[config.mk]
export PLATFORM = sky130hd
export DESIGN_NAME = uart_receiver
export DESIGN_NICKNAME = d
export VERILOG_FILES = /design/src/rtl/uart_receiver.sv
export SDC_FILE = /design/constraint.sdc
export NUM_CORES = 1
export LEC_CHECK = 0
export ABC_CLOCK_PERIOD_IN_PS = 2400
export CAP_MARGIN = 20
export CORE_UTILIZATION = 50
export CTS_CLUSTER_SIZE = 40
export DETAILED_ROUTE_END_ITERATION = 7
export PLACE_DENSITY_LB_ADDON = 0.3
export SYNTH_ARGS = -nofsm -noshare
export SYNTH_HDL_FRONTEND = slang
export SYNTH_SLANG_ARGS = --single-unit
[constraint.sdc]
create_clock -name clk -period 2.4 [get_ports clk]
set_clock_uncertainty 0.05 [all_clocks]
set_input_delay 0.24 -clock clk [delete_from_list [all_inputs] [get_ports clk]]
set_output_delay 0.24 -clock clk [all_outputs]
set_load 0.005 [all_outputs]
[src/rtl/uart_receiver.sv]
// uart_receiver: 8N1 serial receive stage (LSB first, idle high).
// Synchronises din, samples each bit at mid-bit, and hands the received byte
// to the consumer on a valid/ack hold interface. Stop-bit errors and
// unacknowledged overwrites are reported as single-cycle pulses.
module uart_receiver #(
    parameter int unsigned CLKS_PER_BIT = 279,
    parameter int unsigned HALF_BIT     = CLKS_PER_BIT / 2
) (
    input  logic       clk,
    input  logic       rst,
    input  logic       din,
    input  logic       ack,
    output logic [7:0] data_rx,
    output logic       valid,
    output logic       frame_err,
    output logic       overrun,
    output logic [2:0] state
);

    // Counter width; must hold CLKS_PER_BIT-1.
    localparam int unsigned CNT_W  = 9;
    localparam int unsigned DATA_W = 8;
    localparam int unsigned IDX_W  = 3;

    localparam logic [CNT_W-1:0] BIT_LAST  = CNT_W'(CLKS_PER_BIT - 1);
    localparam logic [CNT_W-1:0] HALF_LAST = CNT_W'(HALF_BIT - 1);
    localparam logic [IDX_W-1:0] IDX_LAST  = IDX_W'(DATA_W - 1);

    typedef enum logic [2:0] {
        IDLE  = 3'd0,
        START = 3'd1,
        DATA  = 3'd2,
        STOP  = 3'd3,
        BREAK = 3'd4
    } state_e;

    // Two-stage synchroniser; both stages rest at the idle-high line level.
    logic              sync1_q;
    logic              s_q;

    state_e            state_q,     state_d;
    logic [CNT_W-1:0]  cnt_q,       cnt_d;
    logic [IDX_W-1:0]  idx_q,       idx_d;
    logic [DATA_W-1:0] shift_q,     shift_d;
    logic [DATA_W-1:0] data_rx_q,   data_rx_d;
    logic              valid_q,     valid_d;
    logic              frame_err_q, frame_err_d;
    logic              overrun_q,   overrun_d;

    // Bring the asynchronous serial line into the clk domain.
    always_ff @(posedge clk) begin
        if (!rst) begin
            sync1_q <= 1'b1;
            s_q     <= 1'b1;
        end else begin
            sync1_q <= din;
            s_q     <= sync1_q;
        end
    end

    // Receiver state, counters, shift register and output registers.
    always_ff @(posedge clk) begin
        if (!rst) begin
            state_q     <= IDLE;
            cnt_q       <= '0;
            idx_q       <= '0;
            shift_q     <= '0;
            data_rx_q   <= '0;
            valid_q     <= 1'b0;
            frame_err_q <= 1'b0;
            overrun_q   <= 1'b0;
        end else begin
            state_q     <= state_d;
            cnt_q       <= cnt_d;
            idx_q       <= idx_d;
            shift_q     <= shift_d;
            data_rx_q   <= data_rx_d;
            valid_q     <= valid_d;
            frame_err_q <= frame_err_d;
            overrun_q   <= overrun_d;
        end
    end

    // Next-state, bit sampling and handshake; a byte load overrides an ack clear.
    always_comb begin
        state_d     = state_q;
        cnt_d       = cnt_q;
        idx_d       = idx_q;
        shift_d     = shift_q;
        data_rx_d   = data_rx_q;
        valid_d     = valid_q;
        frame_err_d = 1'b0;
        overrun_d   = 1'b0;

        if (ack && valid_q) begin
            valid_d = 1'b0;
        end

        case (state_q)
            IDLE: begin
                cnt_d = '0;
                idx_d = '0;
                if (!s_q) begin
                    state_d = START;
                end
            end

            START: begin
                if (cnt_q == HALF_LAST) begin
                    cnt_d = '0;
                    // Line back high at the start-bit midpoint means a glitch.
                    state_d = s_q ? IDLE : DATA;
                end else begin
                    cnt_d = cnt_q + CNT_W'(1);
                end
            end

            DATA: begin
                if (cnt_q == BIT_LAST) begin
                    cnt_d          = '0;
                    shift_d[idx_q] = s_q;
                    if (idx_q == IDX_LAST) begin
                        state_d = STOP;
                    end else begin
                        idx_d = idx_q + IDX_W'(1);
                    end
                end else begin
                    cnt_d = cnt_q + CNT_W'(1);
                end
            end

            STOP: begin
                if (cnt_q == BIT_LAST) begin
                    cnt_d = '0;
                    if (s_q) begin
                        data_rx_d = shift_q;
                        valid_d   = 1'b1;
                        overrun_d = valid_q && !ack;
                        state_d   = IDLE;
                    end else begin
                        frame_err_d = 1'b1;
                        state_d     = BREAK;
                    end
                end else begin
                    cnt_d = cnt_q + CNT_W'(1);
                end
            end

            BREAK: begin
                // Wait for the line to return high so a held-low line cannot retrigger.
                cnt_d = '0;
                idx_d = '0;
                if (s_q) begin
                    state_d = IDLE;
                end
            end

            default: begin
                state_d = IDLE;
                cnt_d   = '0;
                idx_d   = '0;
            end
        endcase
    end

    assign data_rx   = data_rx_q;
    assign valid     = valid_q;
    assign frame_err = frame_err_q;
    assign overrun   = overrun_q;
    assign state     = state_q;

endmodule

==> metrics.txt <==
# TYPE chip_impl_metric gauge
chip_impl_metric{name="required",unit="ns"} 2.59
chip_impl_metric{name="synth_compound_gate_area_share",unit="%"} 9.54
chip_impl_metric{name="cts_made_buffers",unit=""} 5
chip_impl_metric{name="drtAntennaViolNets",unit=""} 0
chip_impl_metric{name="final_period_minus_worst_setup_slack",unit="ns"} 2.01
chip_impl_metric{name="synth_warn",unit=""} 0
chip_impl_metric{name="die_area",unit="mm²"} 0.00362
chip_impl_metric{name="worst-path-stages",unit=""} 7
chip_impl_metric{name="globalRouteTotalUtil",unit="%"} 21.7
chip_impl_metric{name="finish.instance_area",unit="mm²"} 0.00194
chip_impl_metric{name="irDropWorstVdd",unit="µV"} 416
chip_impl_metric{name="cell_internal_pwr",unit="mW"} 0.720
chip_impl_metric{name="top_cell_type_s_share_of_synthesized_area",unit="%"} 42.6
chip_impl_info{name="cp_cell_sequence",value="inv_1 -> ha_1 -> or3b_2 -> nor4_2 -> buf_4 -> mux2i_1 -> nor2b_1"} 1
chip_impl_metric{name="vias_per_inst",unit=""} 5.65
chip_impl_metric{name="gpl.final_weighted_congestion",unit=""} 0.817
chip_impl_metric{name="seq_total_area_yosys",unit="%"} 42.6
chip_impl_metric{name="detailedRoute.firstIterationViolations",unit=""} 49
chip_impl_metric{name="largest_net_degree_at_the_start_of_global_routing",unit=""} 27
chip_impl_metric{name="arrival",unit="ns"} 2.20
chip_impl_metric{name="cpPeakStageDelay",unit="ns"} 0.47
chip_impl_metric{name="share_of_post_route_cells_with_drive_strength_above_1",unit="%"} 8.25
chip_impl_info{name="end_kind",value="register"} 1
chip_impl_metric{name="multi_input_area",unit="µm²"} 920
chip_impl_info{name="worst_reg2reg_endpoint",value="data_rx[4]$_SDFFE_PN0P_"} 1
chip_impl_metric{name="max_slew.worst_pin.slew",unit="ns"} 0.475
chip_impl_metric{name="hold_violations_final",unit=""} 0
chip_impl_metric{name="powerDensity",unit="mW/mm²"} 476
chip_impl_metric{name="top_level_ports",unit=""} 18
chip_impl_metric{name="route.vias.total",unit=""} 1345
chip_impl_metric{name="cts.htree.levels",unit=""} 2
chip_impl_metric{name="clock_net_sink_count",unit=""} 36
chip_impl_metric{name="antenna_found_initial",unit=""} 0
chip_impl_info{name="synth_area_leader_cell",value="sky130_fd_sc_hd__dfxtp_1"} 1
chip_impl_metric{name="die_width",unit="µm"} 60.2
chip_impl_metric{name="report.power.total",unit="mW"} 0.922
chip_impl_metric{name="netlist-cell-type-count",unit=""} 42
chip_impl_metric{name="wire_per_inst",unit="µm"} 13.9
chip_impl_info{name="layout_common_cells",value="sky130_fd_sc_hd__dfxtp_1, sky130_fd_sc_hd__clkdlybuf4s50_1, sky130_fd_sc_hd__nor2b_1"} 1
chip_impl_metric{name="netlist_area_before_placement",unit="mm²"} 0.00169
chip_impl_metric{name="areaGrowthSynthToFinish",unit="%"} 14.6
chip_impl_metric{name="min_path_cells",unit=""} 1
chip_impl_metric{name="clock_path_buffers",unit=""} 2
chip_impl_info{name="hold_path_class",value="reg -> reg"} 1
chip_impl_metric{name="crit_buf_inv",unit=""} 2
chip_impl_metric{name="detail_route.drc_violations",unit=""} 0
chip_impl_metric{name="worst_slack_setup_final",unit="ns"} 0.389
chip_impl_metric{name="placementRows",unit=""} 20
chip_impl_metric{name="finalCritPeriodShare",unit="%"} 83.8
chip_impl_metric{name="p_seq_share",unit="%"} 65.4
chip_impl_metric{name="grt_pass1_wl",unit="µm"} 5840
chip_impl_metric{name="numPortBuffers",unit=""} 17
chip_impl_info{name="hold_start",value="sync1_q$_SDFF_PN1_"} 1
chip_impl_metric{name="dp.final_hpwl",unit="µm"} 2360
chip_impl_metric{name="total_leakage_power",unit="nW"} 0.657
chip_impl_info{name="clk_root_buffer_cell",value="sky130_fd_sc_hd__clkbuf_4"} 1
chip_impl_metric{name="placedInstanceArea",unit="mm²"} 0.00189
chip_impl_info{name="min_delay_worst_endpoint",value="s_q$_SDFF_PN1_"} 1
chip_impl_metric{name="fillers",unit=""} 269
chip_impl_metric{name="synth_xor_area_share",unit="%"} 3.62
chip_impl_metric{name="tns",unit="ns"} 0
chip_impl_metric{name="post_synth.cell_area_avg",unit="µm²"} 9.67
chip_impl_metric{name="yosys.area_share.adder",unit="%"} 2.96
chip_impl_metric{name="pins_over_slew_limit",unit=""} 0
chip_impl_metric{name="fin_util",unit="%"} 62.0
chip_impl_metric{name="max_cap_violations",unit=""} 0
chip_impl_info{name="rsz0062_at_grt",value="false"} 1
chip_impl_metric{name="wl_met1",unit="µm"} 1530
chip_impl_metric{name="combinationalPowerShare",unit="%"} 2.4
chip_impl_metric{name="finish.net_count",unit=""} 202
chip_impl_info{name="run_status",value="finished, final reports clean"} 1
chip_impl_metric{name="swShare",unit="%"} 21.9
chip_impl_metric{name="die_y",unit="µm"} 60.2
chip_impl_metric{name="synth.ff_latch_count",unit=""} 36
chip_impl_metric{name="r2r_slack",unit="ns"} 0.39
chip_impl_info{name="dominant_combinational_cell_family_by_area_after_synthesis",value="simple AND/OR/NAND/NOR gates"} 1
chip_impl_info{name="highest-signal-layer",value="met4"} 1
chip_impl_info{name="critical_path.startpoint_type",value="register"} 1
chip_impl_metric{name="place_ws",unit="ns"} 0.402
chip_impl_metric{name="setup_viol_count_final",unit=""} 0
chip_impl_metric{name="core-area",unit="mm²"} 0.00313
chip_impl_metric{name="rr_worst_depth",unit=""} 7
chip_impl_metric{name="synthesis.nets",unit=""} 183
chip_impl_metric{name="grt_overflow",unit=""} 0
chip_impl_metric{name="detailroute.wirelength.met3",unit="µm"} 182
chip_impl_metric{name="antenna_cells",unit=""} 0
chip_impl_metric{name="cts_hold_fix_bufs",unit=""} 0
chip_impl_metric{name="clkLatencyLatePin",unit="ns"} 0.34
chip_impl_metric{name="switching_power_summed_over_all_nets",unit="mW"} 0.201
chip_impl_metric{name="drt_first_pass_iters",unit=""} 4
chip_impl_metric{name="route.final.wire_length",unit="µm"} 3310
chip_impl_metric{name="final-seq-area",unit="µm²"} 721
chip_impl_metric{name="ctsResizeCount",unit=""} 0
chip_impl_metric{name="crit_fanout",unit=""} 9
chip_impl_info{name="worstSetupPathType",value="reg -> reg"} 1
chip_impl_metric{name="max_slew_margin",unit="%"} 68.1
chip_impl_metric{name="number_of_global_route_vias_before_repair",unit=""} 1295
chip_impl_metric{name="synth.area.mux_share",unit="%"} 7.10
chip_impl_metric{name="post-cts-setup-buffers",unit=""} 0
chip_impl_metric{name="netlist_instances",unit=""} 175
chip_impl_info{name="slowest_stage",value="sky130_fd_sc_hd__or3b_2"} 1
chip_impl_metric{name="achievable-frequency",unit="GHz"} 0.497
chip_impl_metric{name="initial_core_util",unit="%"} 54.1
chip_impl_info{name="synth_area_leaders",value="sky130_fd_sc_hd__dfxtp_1, sky130_fd_sc_hd__mux2i_1, sky130_fd_sc_hd__nor2b_1, sky130_fd_sc_hd__nand4_1, sky130_fd_sc_hd__ha_1"} 1
chip_impl_info{name="cts_tree",value="done"} 1
chip_impl_metric{name="clock_power_share",unit="%"} 32.2
chip_impl_info{name="layout.cells.most_common",value="sky130_fd_sc_hd__dfxtp_1"} 1
chip_impl_metric{name="sum_of_met2_wire_segment_lengths_after_detailed_routing",unit="µm"} 1550
chip_impl_metric{name="clock_slew_at_reported_path_ffs",unit="ns"} 0.11
chip_impl_metric{name="synthSimpleGateAreaFrac",unit="%"} 31.1
chip_impl_info{name="critPathTopFamily",value="simple AND/OR/NAND/NOR gates"} 1
chip_impl_info{name="critical_path.reg2reg.startpoint",value="cnt_q[0]$_SDFF_PN0_"} 1
through the flow:
| step | cells | hold WS (ns) |
|---|---|---|
| final | 238 | 0.374 |
| after detailed placement | 231 | 0.352 |
| after global routing | 238 | 0.393 |
| after CTS | 238 | 0.380 |
| after global placement | 231 | 0.343 |
| after floorplan | 175 | 0.263 |
synth_stat cells:
library cell               number
sky130_fd_sc_hd__or3b_2         2
sky130_fd_sc_hd__o21a_1         2
sky130_fd_sc_hd__xor2_1         4
sky130_fd_sc_hd__and2_1         3
sky130_fd_sc_hd__nor3_1         4
sky130_fd_sc_hd__and4bb_1       1
sky130_fd_sc_hd__nor4_2         1
sky130_fd_sc_hd__a21boi_0       4
sky130_fd_sc_hd__o21ai_1        1
sky130_fd_sc_hd__nand4b_1       1
sky130_fd_sc_hd__nor2b_1       14
sky130_fd_sc_hd__clkbuf_1       3
sky130_fd_sc_hd__nand2_4        1
sky130_fd_sc_hd__buf_6          1
sky130_fd_sc_hd__buf_4          2
sky130_fd_sc_hd__a21boi_1       3
sky130_fd_sc_hd__nand2b_1       4
sky130_fd_sc_hd__nand3b_1       1
sky130_fd_sc_hd__o21ai_0        5
sky130_fd_sc_hd__nor2_1        12
sky130_fd_sc_hd__o311ai_0       1
sky130_fd_sc_hd__and4_1         1
sky130_fd_sc_hd__and4b_1        1
sky130_fd_sc_hd__a41oi_1        1
sky130_fd_sc_hd__a32oi_1        1
sky130_fd_sc_hd__mux2i_1       12
sky130_fd_sc_hd__nor3b_1        3
sky130_fd_sc_hd__o31ai_1        3
sky130_fd_sc_hd__nand2_1       13
sky130_fd_sc_hd__or4_1          1
sky130_fd_sc_hd__dfxtp_1       36
sky130_fd_sc_hd__nand3_1        5
sky130_fd_sc_hd__xnor2_1        3
sky130_fd_sc_hd__inv_1          1
sky130_fd_sc_hd__and2_2         1
sky130_fd_sc_hd__nand4_1        9
sky130_fd_sc_hd__nor4b_4        2
sky130_fd_sc_hd__ha_1           4
sky130_fd_sc_hd__or4b_1         2
sky130_fd_sc_hd__a21oi_1        3
sky130_fd_sc_hd__and3_1         1
sky130_fd_sc_hd__buf_2          2
layout make-up:
type                       count  area share [%]
clock inverter                 1           0.258
sequential                    36            37.2
tap                           44            2.84
inverter                       1           0.194
clock buffer                   6            2.13
timing repair buffer          20            9.94
multi-input combinational    130            47.4
power groups by stage:
stage / Combinational (mW) / Sequential (mW) / Clock (mW)
detailed placement: 0.0224 / 0.617 / 0
finish: 0.0221 / 0.603 / 0.297
global route: 0.0243 / 0.604 / 0.327
global placement: 0.0217 / 0.617 / 0
floorplan: 0.0149 / 0.614 / 0
CTS: 0.0226 / 0.603 / 0.301
logic make-up after synthesis:
group / after synthesis
flops: 36
mux: 12
compound gates: 24
buf+inv: 9
xor+xnor: 7
simple gates: 83
fa+ha+maj: 4
layer usage:
layer | global-route usage [%] | vias up
met5 | 0 | -
met1 | 27.6 | 633
li1 | - | 668
met3 | 6.93 | 8
met2 | 33.0 | 36
met4 | 9.97 | 0
how the worst max path moves through the flow:
stage / start / endpoint
floorplan: cnt_q[0]$_SDFF_PN0_ / data_rx[0]$_SDFFE_PN0P_
detailed placement: cnt_q[0]$_SDFF_PN0_ / data_rx[4]$_SDFFE_PN0P_
CTS: cnt_q[0]$_SDFF_PN0_ / data_rx[4]$_SDFFE_PN0P_
global placement: cnt_q[0]$_SDFF_PN0_ / data_rx[1]$_SDFFE_PN0P_
global route: cnt_q[0]$_SDFF_PN0_ / data_rx[2]$_SDFFE_PN0P_
finish: cnt_q[0]$_SDFF_PN0_ / data_rx[4]$_SDFFE_PN0P_
sequential cells by signal, summed over array words and instances, names as in the netlist:
signal / flops
cnt_q: 9
data_rx: 8
shift_q: 8
idx_q: 3
state: 3
frame_err: 1
overrun: 1
s_q: 1
sync1_q: 1
valid: 1
No activity file was read; power rests on OpenSTA's default activity.
